==> src/rtl/io_input_ctrl.sv <==
// io_input_ctrl: switch/button input controller for the single-cycle core.
// Every switch and button channel is synchronised and debounced. Each button
// also keeps sticky press/release flags. The LSU reads these through a
// four-word register window with registered read data.
module io_input_ctrl #(
    parameter int SW_W      = 32,
    parameter int BTN_W     = 4,
    parameter int DB_CYCLES = 16
) (
    input  logic              i_clk,
    input  logic              i_rst,
    input  logic [SW_W-1:0]   i_io_sw,
    input  logic [BTN_W-1:0]  i_io_btn,
    input  logic [3:0]        i_lsu_addr,
    input  logic              i_lsu_rd,
    input  logic              i_lsu_wr,
    input  logic [31:0]       i_lsu_wdata,
    output logic [31:0]       o_lsu_rdata,
    output logic              o_lsu_rvalid,
    output logic [SW_W-1:0]   o_sw_db,
    output logic [BTN_W-1:0]  o_btn_db,
    output logic              o_btn_evt
);

    localparam int CNT_W = $clog2(DB_CYCLES + 1);
    // Switches and buttons share one channel vector; buttons occupy the top bits.
    localparam int CH = SW_W + BTN_W;
    localparam logic [CNT_W-1:0] CNT_MAX = CNT_W'(DB_CYCLES - 1);

    logic [CH-1:0]    raw_in;
    logic [CH-1:0]    sync1;
    logic [CH-1:0]    sync2;
    logic [CH-1:0]    db_q;
    logic [CH-1:0]    db_n;
    logic [CNT_W-1:0] cnt_q [CH];
    logic [CNT_W-1:0] cnt_n [CH];

    logic [BTN_W-1:0] btn_old;
    logic [BTN_W-1:0] btn_new;
    logic [BTN_W-1:0] press_q;
    logic [BTN_W-1:0] release_q;
    logic [BTN_W-1:0] press_n;
    logic [BTN_W-1:0] release_n;
    logic [BTN_W-1:0] press_clr;
    logic [BTN_W-1:0] release_clr;
    logic [1:0]       word_sel;
    logic [31:0]      rd_mux;
    logic             unused_bits;

    assign raw_in      = {i_io_btn, i_io_sw};
    assign word_sel    = i_lsu_addr[3:2];
    assign btn_old     = db_q[CH-1:SW_W];
    assign btn_new     = db_n[CH-1:SW_W];
    assign o_sw_db     = db_q[SW_W-1:0];
    assign o_btn_db    = btn_old;
    // Byte-lane bits of the address and write data above the button count carry no meaning.
    assign unused_bits = &{1'b0, i_lsu_addr[1:0], i_lsu_wdata};

    // Two-flop synchroniser per channel, nothing between the stages.
    always_ff @(posedge i_clk) begin
        if (i_rst) begin
            sync1 <= '0;
            sync2 <= '0;
        end else begin
            sync1 <= raw_in;
            sync2 <= sync1;
        end
    end

    // Per-channel debounce: the level only follows sync2 after DB_CYCLES stable cycles.
    always_comb begin
        db_n = db_q;
        for (int i = 0; i < CH; i++) begin
            cnt_n[i] = '0;
            if (sync2[i] != db_q[i]) begin
                if (cnt_q[i] == CNT_MAX) begin
                    db_n[i] = sync2[i];
                end else begin
                    cnt_n[i] = cnt_q[i] + CNT_W'(1);
                end
            end
        end
    end

    // Debounce level and counter registers.
    always_ff @(posedge i_clk) begin
        if (i_rst) begin
            db_q <= '0;
            for (int i = 0; i < CH; i++) begin
                cnt_q[i] <= '0;
            end
        end else begin
            db_q <= db_n;
            for (int i = 0; i < CH; i++) begin
                cnt_q[i] <= cnt_n[i];
            end
        end
    end

    // Sticky flag next-state: a hardware edge wins over a same-cycle W1C.
    always_comb begin
        press_clr   = '0;
        release_clr = '0;
        if (i_lsu_wr && (word_sel == 2'd2)) begin
            press_clr = i_lsu_wdata[BTN_W-1:0];
        end
        if (i_lsu_wr && (word_sel == 2'd3)) begin
            release_clr = i_lsu_wdata[BTN_W-1:0];
        end
        press_n   = (press_q & ~press_clr) | (btn_new & ~btn_old);
        release_n = (release_q & ~release_clr) | (btn_old & ~btn_new);
    end

    // Register window read mux, built from pre-edge state.
    always_comb begin
        rd_mux = '0;
        case (word_sel)
            2'd0:    rd_mux[SW_W-1:0]  = db_q[SW_W-1:0];
            2'd1:    rd_mux[BTN_W-1:0] = btn_old;
            2'd2:    rd_mux[BTN_W-1:0] = press_q;
            default: rd_mux[BTN_W-1:0] = release_q;
        endcase
    end

    // Flags, event summary and registered LSU read port.
    always_ff @(posedge i_clk) begin
        if (i_rst) begin
            press_q      <= '0;
            release_q    <= '0;
            o_btn_evt    <= 1'b0;
            o_lsu_rvalid <= 1'b0;
            o_lsu_rdata  <= '0;
        end else begin
            press_q      <= press_n;
            release_q    <= release_n;
            o_btn_evt    <= |(press_n | release_n);
            o_lsu_rvalid <= i_lsu_rd;
            if (i_lsu_rd) begin
                o_lsu_rdata <= rd_mux;
            end
        end
    end

endmodule

==> config.mk <==
export PLATFORM = sky130hd
export DESIGN_NAME = io_input_ctrl
export DESIGN_NICKNAME = d
export VERILOG_FILES = /design/src/rtl/io_input_ctrl.sv
export SDC_FILE = /design/constraint.sdc
export NUM_CORES = 1
export LEC_CHECK = 0
export BUFFER_PORTS_ARGS = -buffer_cell sky130_fd_sc_hd__buf_2
export CAP_MARGIN = 15
export CORE_MARGIN = 2
export CORE_UTILIZATION = 45
export DETAILED_ROUTE_END_ITERATION = 6
export HOLD_SLACK_MARGIN = 0.08
export SETUP_SLACK_MARGIN = 0.1
export SLEW_MARGIN = 20
export SYNTH_ARGS = -nofsm -noshare
export SYNTH_HDL_FRONTEND = slang
export SYNTH_SLANG_ARGS = --single-unit
==> constraint.sdc <==
create_clock -name i_clk -period 4.5 [get_ports i_clk]
set_input_delay 0.45 -clock i_clk [delete_from_list [all_inputs] [get_ports i_clk]]
set_output_delay 0.45 -clock i_clk [all_outputs]
set_load 0.05 [all_outputs]
# Yosys cells after proc, flatten, opt, wreduce, memory -nomap -nowiden
# Memory sizes are Yosys's and may differ from the RTL's.
# Index checks and enable logic that the tools add are counted.
# totals
reg_bits	150
ram_bits	180
in_bits	76
output_inout_bits	70
wordCells	358
mem_count	1
# mem_list
name	depth	width	read_ports	rd_clocked_by_memory_dff	wr	line	source
cnt_q	36	5	36	0	36	35	logic [CNT_W-1:0] cnt_q [CH];
# op_classes
addsub	36
n_eq_ne	75
mux	123
bitwise_logic	47
reduce_logical	36
# ops
cell	n
5-bit two-way mux	108
5-bit by 1-bit adder with 5-bit output, second input constant	36
5-bit by 4-bit equality test with 1-bit output, second input constant	36
2-bit AND reduction	32
1-bit != test	36
1-bit bitwise OR	36
28-bit two-way mux	1
4-bit bitwise AND	4
4-bit NOT	4
4-bit bitwise OR	3
4-bit one-hot mux with 3 select lines	1
1-bit two-way mux	11
4-bit two-way mux	2
2-bit equality test, second input constant	2
4-bit OR reduction	1
2-bit by 1-bit equality test with 1-bit output, second input constant	1
1-bit logical AND	2
2-bit zero test	1

# Longest topological paths before layout
# Gate-level depths: netlist of run 1.
# An unclocked memory read counts as a cell.
# depth
word_depth	9
ltp_mapped	7
depth_no_buf	7

# Worst setup path before layout of run 1
# Ideal clock, no wire load.
# synth_timing
path_type	reg2reg
start	memory cnt_q[8][0] (netlist bit)
end	memory cnt_q[8][2] (netlist bit)
setup_time_ns	0.065
arrival_time_ns	1.444
t_required_ns	4.435
slack_ns	2.992
path_stages_with_launch	6
path_buffers	0
period_less_slack_ns	1.508
path_cell_list	dfxtp_1 > ha_1 > and3_1 > ha_1 > or3_1 > nor2_1
# synth_rtl
element	line
start, declared	35

==> results of run 1 <==
[registers in the layout, summed over array words and instances, names as in the netlist]
register,count
o_btn_evt,1
o_lsu_rdata,32
cnt_q,180
sync2,36
db_q,36
press_q,4
sync1,36
o_lsu_rvalid,1
release_q,4
[per-stage QoR]
stage,hold WS (ns),std cells,util,power (mW),worst slack (ns)
final,0.155,1680,0.537,5.90,2.65
after global routing,0.137,1680,0.537,6.15,2.45
after CTS,0.127,1680,0.537,6.01,2.61
after detailed placement,0.422,1616,0.493,3.18,2.07
after global placement,0.418,1616,0.493,3.18,2.12
after floorplan,0.414,1189,-,3.13,2.99
[synth_stat cells (all sizes together)]
| library cell | count | area (um^2) |
|---|---|---|
| a21oi | 35 | 175 |
| a32oi | 2 | 17.5 |
| a41oi | 1 | 8.76 |
| and3 | 37 | 231 |
| and3b | 1 | 8.76 |
| buf | 7 | 51.3 |
| clkbuf | 20 | 75.1 |
| dfxtp | 330 | 6610 |
| ha | 72 | 901 |
| inv | 78 | 293 |
| mux2i | 39 | 390 |
| mux4 | 4 | 90.1 |
| nand2 | 8 | 30.0 |
| nand2b | 1 | 6.26 |
| nand3 | 37 | 185 |
| nand3b | 2 | 15.0 |
| nor2 | 261 | 980 |
| nor2b | 101 | 632 |
| nor3 | 2 | 10.0 |
| nor3b | 1 | 18.8 |
| nor4bb | 1 | 10.0 |
| o21ai | 2 | 10.0 |
| o22ai | 3 | 18.8 |
| or3 | 36 | 225 |
| xnor2 | 72 | 631 |
| xor2 | 36 | 315 |
[layer usage]
layer / up-vias / wire (um)
met1: 3395 / 9080
met4: 2 / 355
li1: 4080 / -
met2: 117 / 7890
met5: - / 7
met3: 33 / 888
[worst max-delay path by stage]
stage / start / end / slack [ns]
final: i_lsu_rd / o_lsu_rdata[22] / 2.65
after global routing: i_lsu_rd / o_lsu_rdata[20] / 2.45
after CTS: i_lsu_rd / o_lsu_rdata[23] / 2.61
after detailed placement: i_lsu_rd / o_lsu_rdata[28] / 2.07
after global placement: i_lsu_rd / o_lsu_rdata[19] / 2.12
after floorplan: cnt_q[8][0] / cnt_q[8][2] / 2.99
[layout make-up]
| class | count | area [um^2] | share of cell area |
|---|---|---|---|
| clock buffers | 55 | 1060 | 0.0760 |
| flip-flops and latches | 330 | 6610 | 0.472 |
| well taps | 335 | 419 | 0.0299 |
| clock inverters | 9 | 80.1 | 0.00572 |
| repair buffers | 119 | 624 | 0.0446 |
| inverters | 78 | 293 | 0.0209 |
| multi-input cells | 754 | 4910 | 0.351 |
[where the power goes]
group	internal, mW	switching, mW
logic	0.0552	0.0739
clock network	1.69	1.10
registers	2.96	0.0193
total	4.71	1.19
[logic make-up (layout without fill, tap and decap cells)]
logic type | Yosys count | count (layout)
and+or+nand+nor | 488 | 488
DFF | 330 | 330
xor gates and xnor gates | 108 | 108
buffers and inverters | 105 | 261
adders and majority gates | 72 | 72
AOI/OAI and AO/OA | 43 | 43
muxes | 43 | 43
[worst max-delay path: cells and delay by family]
kind                   cells  cell delay [ns]
buffers and inverters      3             0.88
AO/OA/AOI/OAI              1             0.11
AND/OR/NAND/NOR            2             0.81
==> results.cfg, run 1 <==
[place]
portBuffers = 115
dpl_cell_area_um2 = 12900
dp.final_hpwl_um = 12000
gp_congestion = 0.714

[worst_setup_path]
crit_chain = buf_2 -> buf_4 -> nor3b_4 -> buf_4 -> a21oi_1 -> nor2_1
worst_setup_path_start_kind = input pin
r2r_end = cnt_q[8][3]
crit_fanout = 34
cp-end-kind = flop
slowest_stage = nor3b_4
r2r-start = cnt_q[8][0]
critPathKind = in -> reg
r2r_cells = 5
r2r_slack_ns = 2.87
critPathRequiredTime_ns = 4.93
crit_top_cell = buf_4
critPathMaxStageDelay_ns = 0.73
cp_data_arrival_time_ns = 2.29

[cts]
cts_setup_buffers = 0
cts_hold_buffers = 0
cts_made_buffers = 36
cts_tree = done
cts_sinks = 330
clk_latency_ns = 0.51
cts_resized = 0
root_buffer = clkbuf_16
cts-htree-levels = 2
clk_pin_slew_ns = 0.06
cts_buffer_depth = 3

[finish]
fin_area_um2 = 14000
layout.nets = 1467
final_common_cell = dfxtp_1
antenna_cells = 0
drive_gt1_frac = 0.132
final_cell_mix = dfxtp_1 (330), nor2_1 (261), buf_2 (114)
area_delta_synth_final_pct = 17.3
final.fill_count = 2370

[timing]
timing_worst_slew_pin_value_ns = 0.754
clock_skew_ns = 0.00881
period_share = 0.412
fmax_mhz = 539
tns_ns = 0
min_period_ns = 1.85
relSlewSlack = 0.497
rsz0062_at_grt = no
finalHoldViolCount = 0
slew_violations = 0
setup_viol = 0

[die]
coreArea_um2 = 26100
die-area_um2 = 27800
rows = 59
die_x_um = 167
io_pins = 146
die_h_um = 167
initial_core_util = 0.458

[yosys]
synthCells = 1189
synth_xor_area_frac = 0.0793
synthSimpleGateAreaFrac = 0.197
synth_fa_ha_area_frac = 0.0755
synth_top_family_by_area = simple AND/OR/NAND/NOR gates
synthMuxAreaShare = 0.0403
ys_warn_count = 0
syn_area_um2 = 11900
synth.distinct_cells = 28
synth-seq-area-share = 0.554
synth_seq_cells = 330
syn_nets = 1337
synth_compound_area_frac = 0.0193
syn_area_per_cell_um2 = 10.0

[global_routing]
busiest_layer = met2
met3_usage = 0.0349
grt_pass1_wl_um = 32100
grt_pass1_vias = 7032
grt_start_max_net_pins = 100
globalRoute.totalOverflow = 0
grtUsageMet2 = 0.213
grt_use_total = 0.134
gr-usage-met1 = 0.180
antenna_found_initial = 1

[detailed_routing]
vias = 7627
routedWlPerCell_um = 10.8
drtPass1Iterations = 4
vias_per_cell = 4.54
drt_iter0_drc = 253
wl_um = 18200
postRouteAntennaNets = 0
drc = 0

[worst_hold_path]
hp-class = in -> reg
hp-start = i_io_btn[1]
worst_hold_path.endpoint = sync1[33]
hold-path-cell-count = 2

[run]
drv_cap = 0

[power]
vdd_ir_drop_max_uv = 310
power_density_nw_per_um2 = 421
p_leak_nw = 5.68

[outcome]
status = complete, no violations
No activity file was read; power rests on OpenSTA's default activity.
==> run 2, diff against run 1 <==
--- a/config.mk
+++ b/config.mk
@@ -5,6 +5,7 @@
 export SDC_FILE = /design/constraint.sdc
 export NUM_CORES = 1
 export LEC_CHECK = 0
+export ABC_AREA = 1
 export BUFFER_PORTS_ARGS = -buffer_cell sky130_fd_sc_hd__buf_2
 export CAP_MARGIN = 15
 export CORE_MARGIN = 2
==> constraint.sdc (replaced) <==
create_clock -name i_clk -period 1.8 [get_ports i_clk]
set_input_delay 0.18 -clock i_clk [delete_from_list [all_inputs] [get_ports i_clk]]
set_output_delay 0.18 -clock i_clk [all_outputs]
set_load 0.05 [all_outputs]
==> results.cfg, run 2 <==
[die]
initial_core_util = 0.460
io_pins = 146
die_x_um = 170
rows = 60
coreArea_um2 = 27000
die_h_um = 170
die-area_um2 = 29000

[yosys]
synth.distinct_cells = 25
synthCells = 1428
syn_nets = 1576
async_reset_ff_frac = 0
synth_commonest_cells = dfxtp_1 (330), nor2_1 (328), inv_1 (218)
synth_top_area_frac = 0.531
synth_most_common_cell = dfxtp_1
synth_area_leaders = dfxtp_1 (53%), nor2_1 (9.9%), ha_1 (7.2%)
syn_area_um2 = 12400
synth_seq_cells = 330
synth_edf_count = 0
yosys.area.top_type = dfxtp_1
synthFlopType = dfxtp_1
synth-seq-area-share = 0.531
syn_area_per_cell_um2 = 8.71
ys_warn_count = 0

[place]
place_inst = 1860
gp_congestion = 0.720
dp.final_hpwl_um = 14200
portBuffers = 115

[worst_setup_path]
critPathKind = reg -> reg
cp-end-kind = flop
crit_top_cell = a21oi_1
slowest_stage = dfxtp_1
crit_fanout = 5
critPathRequiredTime_ns = 2.22
worst_setup_path_start_kind = flop
crit_chain = ha_1 -> nand2_1 -> nor2_1 -> ha_2 -> a21oi_1 -> o211ai_1 -> o21bai_1 -> a21oi_1
cp_data_arrival_time_ns = 1.98
critPathMaxStageDelay_ns = 0.32

[timing]
min_period_ns = 1.56
rsz0062_at_grt = no
slew_violations = 0
fmax_mhz = 642
finalHoldViolCount = 0
relSlewSlack = 0.637
timing_worst_slew_pin_value_ns = 0.544
clock_skew_ns = 0.0139
holdWs_ns = 0.122
setup_viol = 0
period_share = 0.865
tns_ns = 0

[finish]
layout.nets = 1750
area_delta_synth_final_pct = 20.3
final_cell_mix = dfxtp_1 (330), nor2_1 (328), inv_1 (218)
multi_input_area_um2 = 4840
drive_gt1_frac = 0.157
postLayoutCoreUtil = 0.554
antenna_cells = 0
final_cells = 1962
regArea_um2 = 6610
largest_register_ffs = 180
final.fill_count = 2476
top_register = cnt_q
final_common_cell = dfxtp_1

[power]
power_density_nw_per_um2 = 1020
internal-power_mw = 12.0
vdd_ir_drop_max_uv = 591
p_leak_nw = 6.11
combPwrFrac = 0.044
p_clk_frac = 0.463
switching_share = 0.212
p_seq_frac = 0.493
p_sw_mw = 3.24
power_mw = 15.3

[detailed_routing]
drtPass1Iterations = 4
wl_um = 21600
drt_iter0_drc = 344
postRouteAntennaNets = 0
routedWlPerCell_um = 11.0
drc = 0
vias_per_cell = 4.68
vias = 9179

[cts]
root_buffer = clkbuf_16
clk_latency_ns = 0.50
cts-htree-levels = 2
cts_made_buffers = 36
cts_tree = done
clk_pin_slew_ns = 0.06
cts_buffer_depth = 3
cts_sinks = 330

[global_routing]
grt_use_total = 0.151
grt_pass1_wl_um = 37000
grt_start_max_net_pins = 74
globalRoute.totalOverflow = 0
antenna_found_initial = 0
grt_pass1_vias = 8507

[run]
drv_cap = 0

[outcome]
status = complete, no violations

[worst_hold_path]
hp-class = in -> reg
-- run 2: cell types whose count changed in the layout (fill, tap and decap cells not counted), sizes merged, moves of 37 or more --
| cell | change |
|---|---|
| inv | +141 |
| nor2b | -101 |
| nand2 | +86 |
| a21oi | +77 |
| xnor2 | -72 |
| nor2 | +69 |
| o21ai | +69 |
| dlygate4sd3 | +41 |
| mux2i | -39 |
| and3 | -37 |
-- run 2: timing repair --
action	4_1_cts	5_1_grt
setup buffers	0	4
hold endpoints to repair	45	0
hold buffers	41	0
endpoints found under the setup margin	0	4
resized for setup	0	2
-- run 2: cell families after synthesis --
logic type	count (synthesis)	synth area share
simple gates	514	0.174
flops	330	0.531
compound gates	259	0.143
buf+inv	253	0.0797
fa+ha+maj	72	0.0725
-- run 2: stage by stage --
step | area (um^2) | setup WS (ns)
after floorplan | 12400 | 0.356
after global placement | 13400 | 0.248
after detailed placement | 13400 | 0.218
after CTS | 14900 | 0.214
after global routing | 15000 | 0.0950
final | 15000 | 0.242
-- run 2: layout make-up --
class / instances / share of cell area
sequential: 330 / 0.442
multi-input combinational: 845 / 0.324
timing repair buffer: 168 / 0.0746
clock buffer: 51 / 0.0707
inverter: 221 / 0.0554
tap: 341 / 0.0285
clock inverter: 6 / 0.00535
-- run 2: worst max-delay path: cells and delay by family, from the launching register on --
kind                       cells  cell delay, ns
DFF                            1            0.32
adders and majority gates      2            0.41
AOI/OAI and AO/OA              4            0.64
and+or+nand+nor                2            0.13
-- run 2: power groups by stage --
stage | clock network (mW) | logic [mW] | registers (mW)
6_report | 7.07 | 0.674 | 7.52
5_1_grt | 7.59 | 0.750 | 7.53
4_1_cts | 7.31 | 0.679 | 7.52
3_5_place_dp | 0 | 0.608 | 7.68
3_3_place_gp | 0 | 0.600 | 7.68
2_1_floorplan | 0 | 0.300 | 7.80
-- run 2: final timing paths --
kind                start            to  slack, ns  cells after the start
max          cnt_q[8][10]  cnt_q[8][13]       0.24                      8
min              i_lsu_wr    press_q[2]       0.12                      4
max reg2reg  cnt_q[8][10]  cnt_q[8][13]       0.24                      8
min reg2reg     sync1[14]     sync2[14]       0.40                      2
-- run 2: layer usage --
layer | track usage | wire length (um) | up-vias
li1 | - | - | 4916
met1 | 0.191 | 10500 | 4095
met2 | 0.259 | 9640 | 132
met3 | 0.0314 | 1060 | 36
met4 | 0.0487 | 413 | 0
met5 | 0 | 0 | -
==> run 3, diff against run 2 <==
--- a/config.mk
+++ b/config.mk
@@ -12,6 +12,7 @@
 export CORE_UTILIZATION = 45
 export DETAILED_ROUTE_END_ITERATION = 6
 export HOLD_SLACK_MARGIN = 0.08
+export PLACE_DENSITY_LB_ADDON = 0.15
 export SETUP_SLACK_MARGIN = 0.1
 export SLEW_MARGIN = 20
 export SYNTH_ARGS = -nofsm -noshare
==> results.cfg, run 3 (synthesized netlist as in run 2, its figures left out) <==
[timing]
slew_violations = 0
tns_ns = 0
rsz0062_at_grt = yes
timing_worst_slew_pin_value_ns = 0.440
setup_viol = 0
fmax_mhz = 644
finalHoldViolCount = 0
min_period_ns = 1.55
period_share = 0.862
clock_skew_ns = 0.0124
relSlewSlack = 0.705

[worst_setup_path]
r2r_cells = 8
cp-startpoint = cnt_q[8][5]
crit_end = cnt_q[8][8]
crit_fanout = 5
r2r-start = cnt_q[8][5]
r2r_end = cnt_q[8][8]
cp_data_arrival_time_ns = 2.00
worst_setup_path_start_kind = flop
critPathRequiredTime_ns = 2.25
cp-end-kind = flop
r2r_slack_ns = 0.25
critPathKind = reg -> reg

[cts]
clk_latency_ns = 0.51
cts_buffer_depth = 3
clk_pin_slew_ns = 0.06
cts_made_buffers = 37
cts_tree = done
root_buffer = clkbuf_16
cts_sinks = 330
cts-htree-levels = 2

[detailed_routing]
drc = 0
vias = 9232
drt_iter0_drc = 365
drtPass1Iterations = 7
postRouteAntennaNets = 0
routedWlPerCell_um = 10.9
vias_per_cell = 4.69
wl_um = 21400

[die]
die_h_um = 170
rows = 60
initial_core_util = 0.460
coreArea_um2 = 27000
die-area_um2 = 29000
io_pins = 146
die_x_um = 170

[global_routing]
grt_pass1_wl_um = 36600
antenna_found_initial = 0
grt_pass1_vias = 8554
grt_use_total = 0.150
globalRoute.totalOverflow = 0
grt_start_max_net_pins = 66

[run]
drv_cap = 0

[place]
portBuffers = 115
dp.final_hpwl_um = 14200
gp_congestion = 0.759

[finish]
layout.nets = 1750
top_register = cnt_q
area_delta_synth_final_pct = 21.1
largest_register_ffs = 180
final_cell_mix = dfxtp_1 (330), nor2_1 (328), inv_1 (218)
postLayoutCoreUtil = 0.557
drive_gt1_frac = 0.160
final_common_cell = dfxtp_1
antenna_cells = 0

[power]
vdd_ir_drop_max_uv = 675
power_density_nw_per_um2 = 1030
p_leak_nw = 6.16

[outcome]
status = complete, no violations

[worst_hold_path]
hp-class = in -> reg
run 3: cell count changes in the layout (fill, tap and decap cells not counted), sizes merged:
cell,delta
clkbuf,+10
clkinv,-1
bufinv,-2
buf,-1
inv,+2
run 3: layout make-up:
| cell class | count | area (um^2) |
|---|---|---|
| clock buffers | 61 | 1200 |
| clock inverters | 5 | 35.0 |
| fillers | 2474 | 12000 |
| inverters | 221 | 830 |
| multi-input cells | 845 | 4840 |
| flip-flops and latches | 330 | 6610 |
| well taps | 341 | 427 |
| repair buffers | 167 | 1120 |
run 3: layer usage:
layer | GRT usage | wire length, um | vias to the layer above
met1 | 0.185 | 10200 | 4137
li1 | - | - | 4924
met5 | 0 | 0 | -
met2 | 0.262 | 9920 | 138
met4 | 0.0494 | 444 | 0
met3 | 0.0295 | 815 | 33
run 3: power by group:
group	switching (mW)	internal, mW	total, mW
sequential	0.0752	7.44	7.52
combinational	0.424	0.250	0.674
clock	2.84	4.54	7.38
run 3: through the flow:
step	instances	total power, mW	hold slack [ns]	cell area (um^2)	worst slack, ns
after floorplan	1428	8.10	0.287	12400	0.356
after global placement	1861	8.28	0.379	13400	0.254
after detailed placement	1861	8.29	0.386	13400	0.219
after CTS	1968	15.8	0.0816	15000	0.189
after global routing	1970	16.2	0.120	15100	0.0891
final	1970	15.6	0.106	15100	0.248
run 3: worst min-delay path by stage:
stage | start | endpoint | slack, ns | depth (start not counted)
after global placement | i_io_sw[2] | sync1[2] | 0.38 | 3
after CTS | i_lsu_wr | press_q[3] | 0.08 | 4
after floorplan | i_io_sw[0] | sync1[0] | 0.29 | 2
after global routing | i_lsu_wr | press_q[3] | 0.12 | 4
after detailed placement | i_io_sw[1] | sync1[1] | 0.39 | 3
final | i_lsu_wr | press_q[3] | 0.11 | 4
run 3: timing repair:
action,in CTS,in global routing
setup endpoints to repair,0,3
gates resized for setup,0,1
buffers inserted,0,2
endpoints found under the hold margin,44,0
hold buffers,41,0
run 3: worst max-delay path, stage by stage, from the launching register on:
cell and delay (ns):
dfxtp_1 0.32, ha_1 0.21, nand2_1 0.08, nor2_1 0.04
ha_1 0.23, a21oi_1 0.14, o211ai_1 0.19, a21oi_1 0.17
o21a_1 0.13
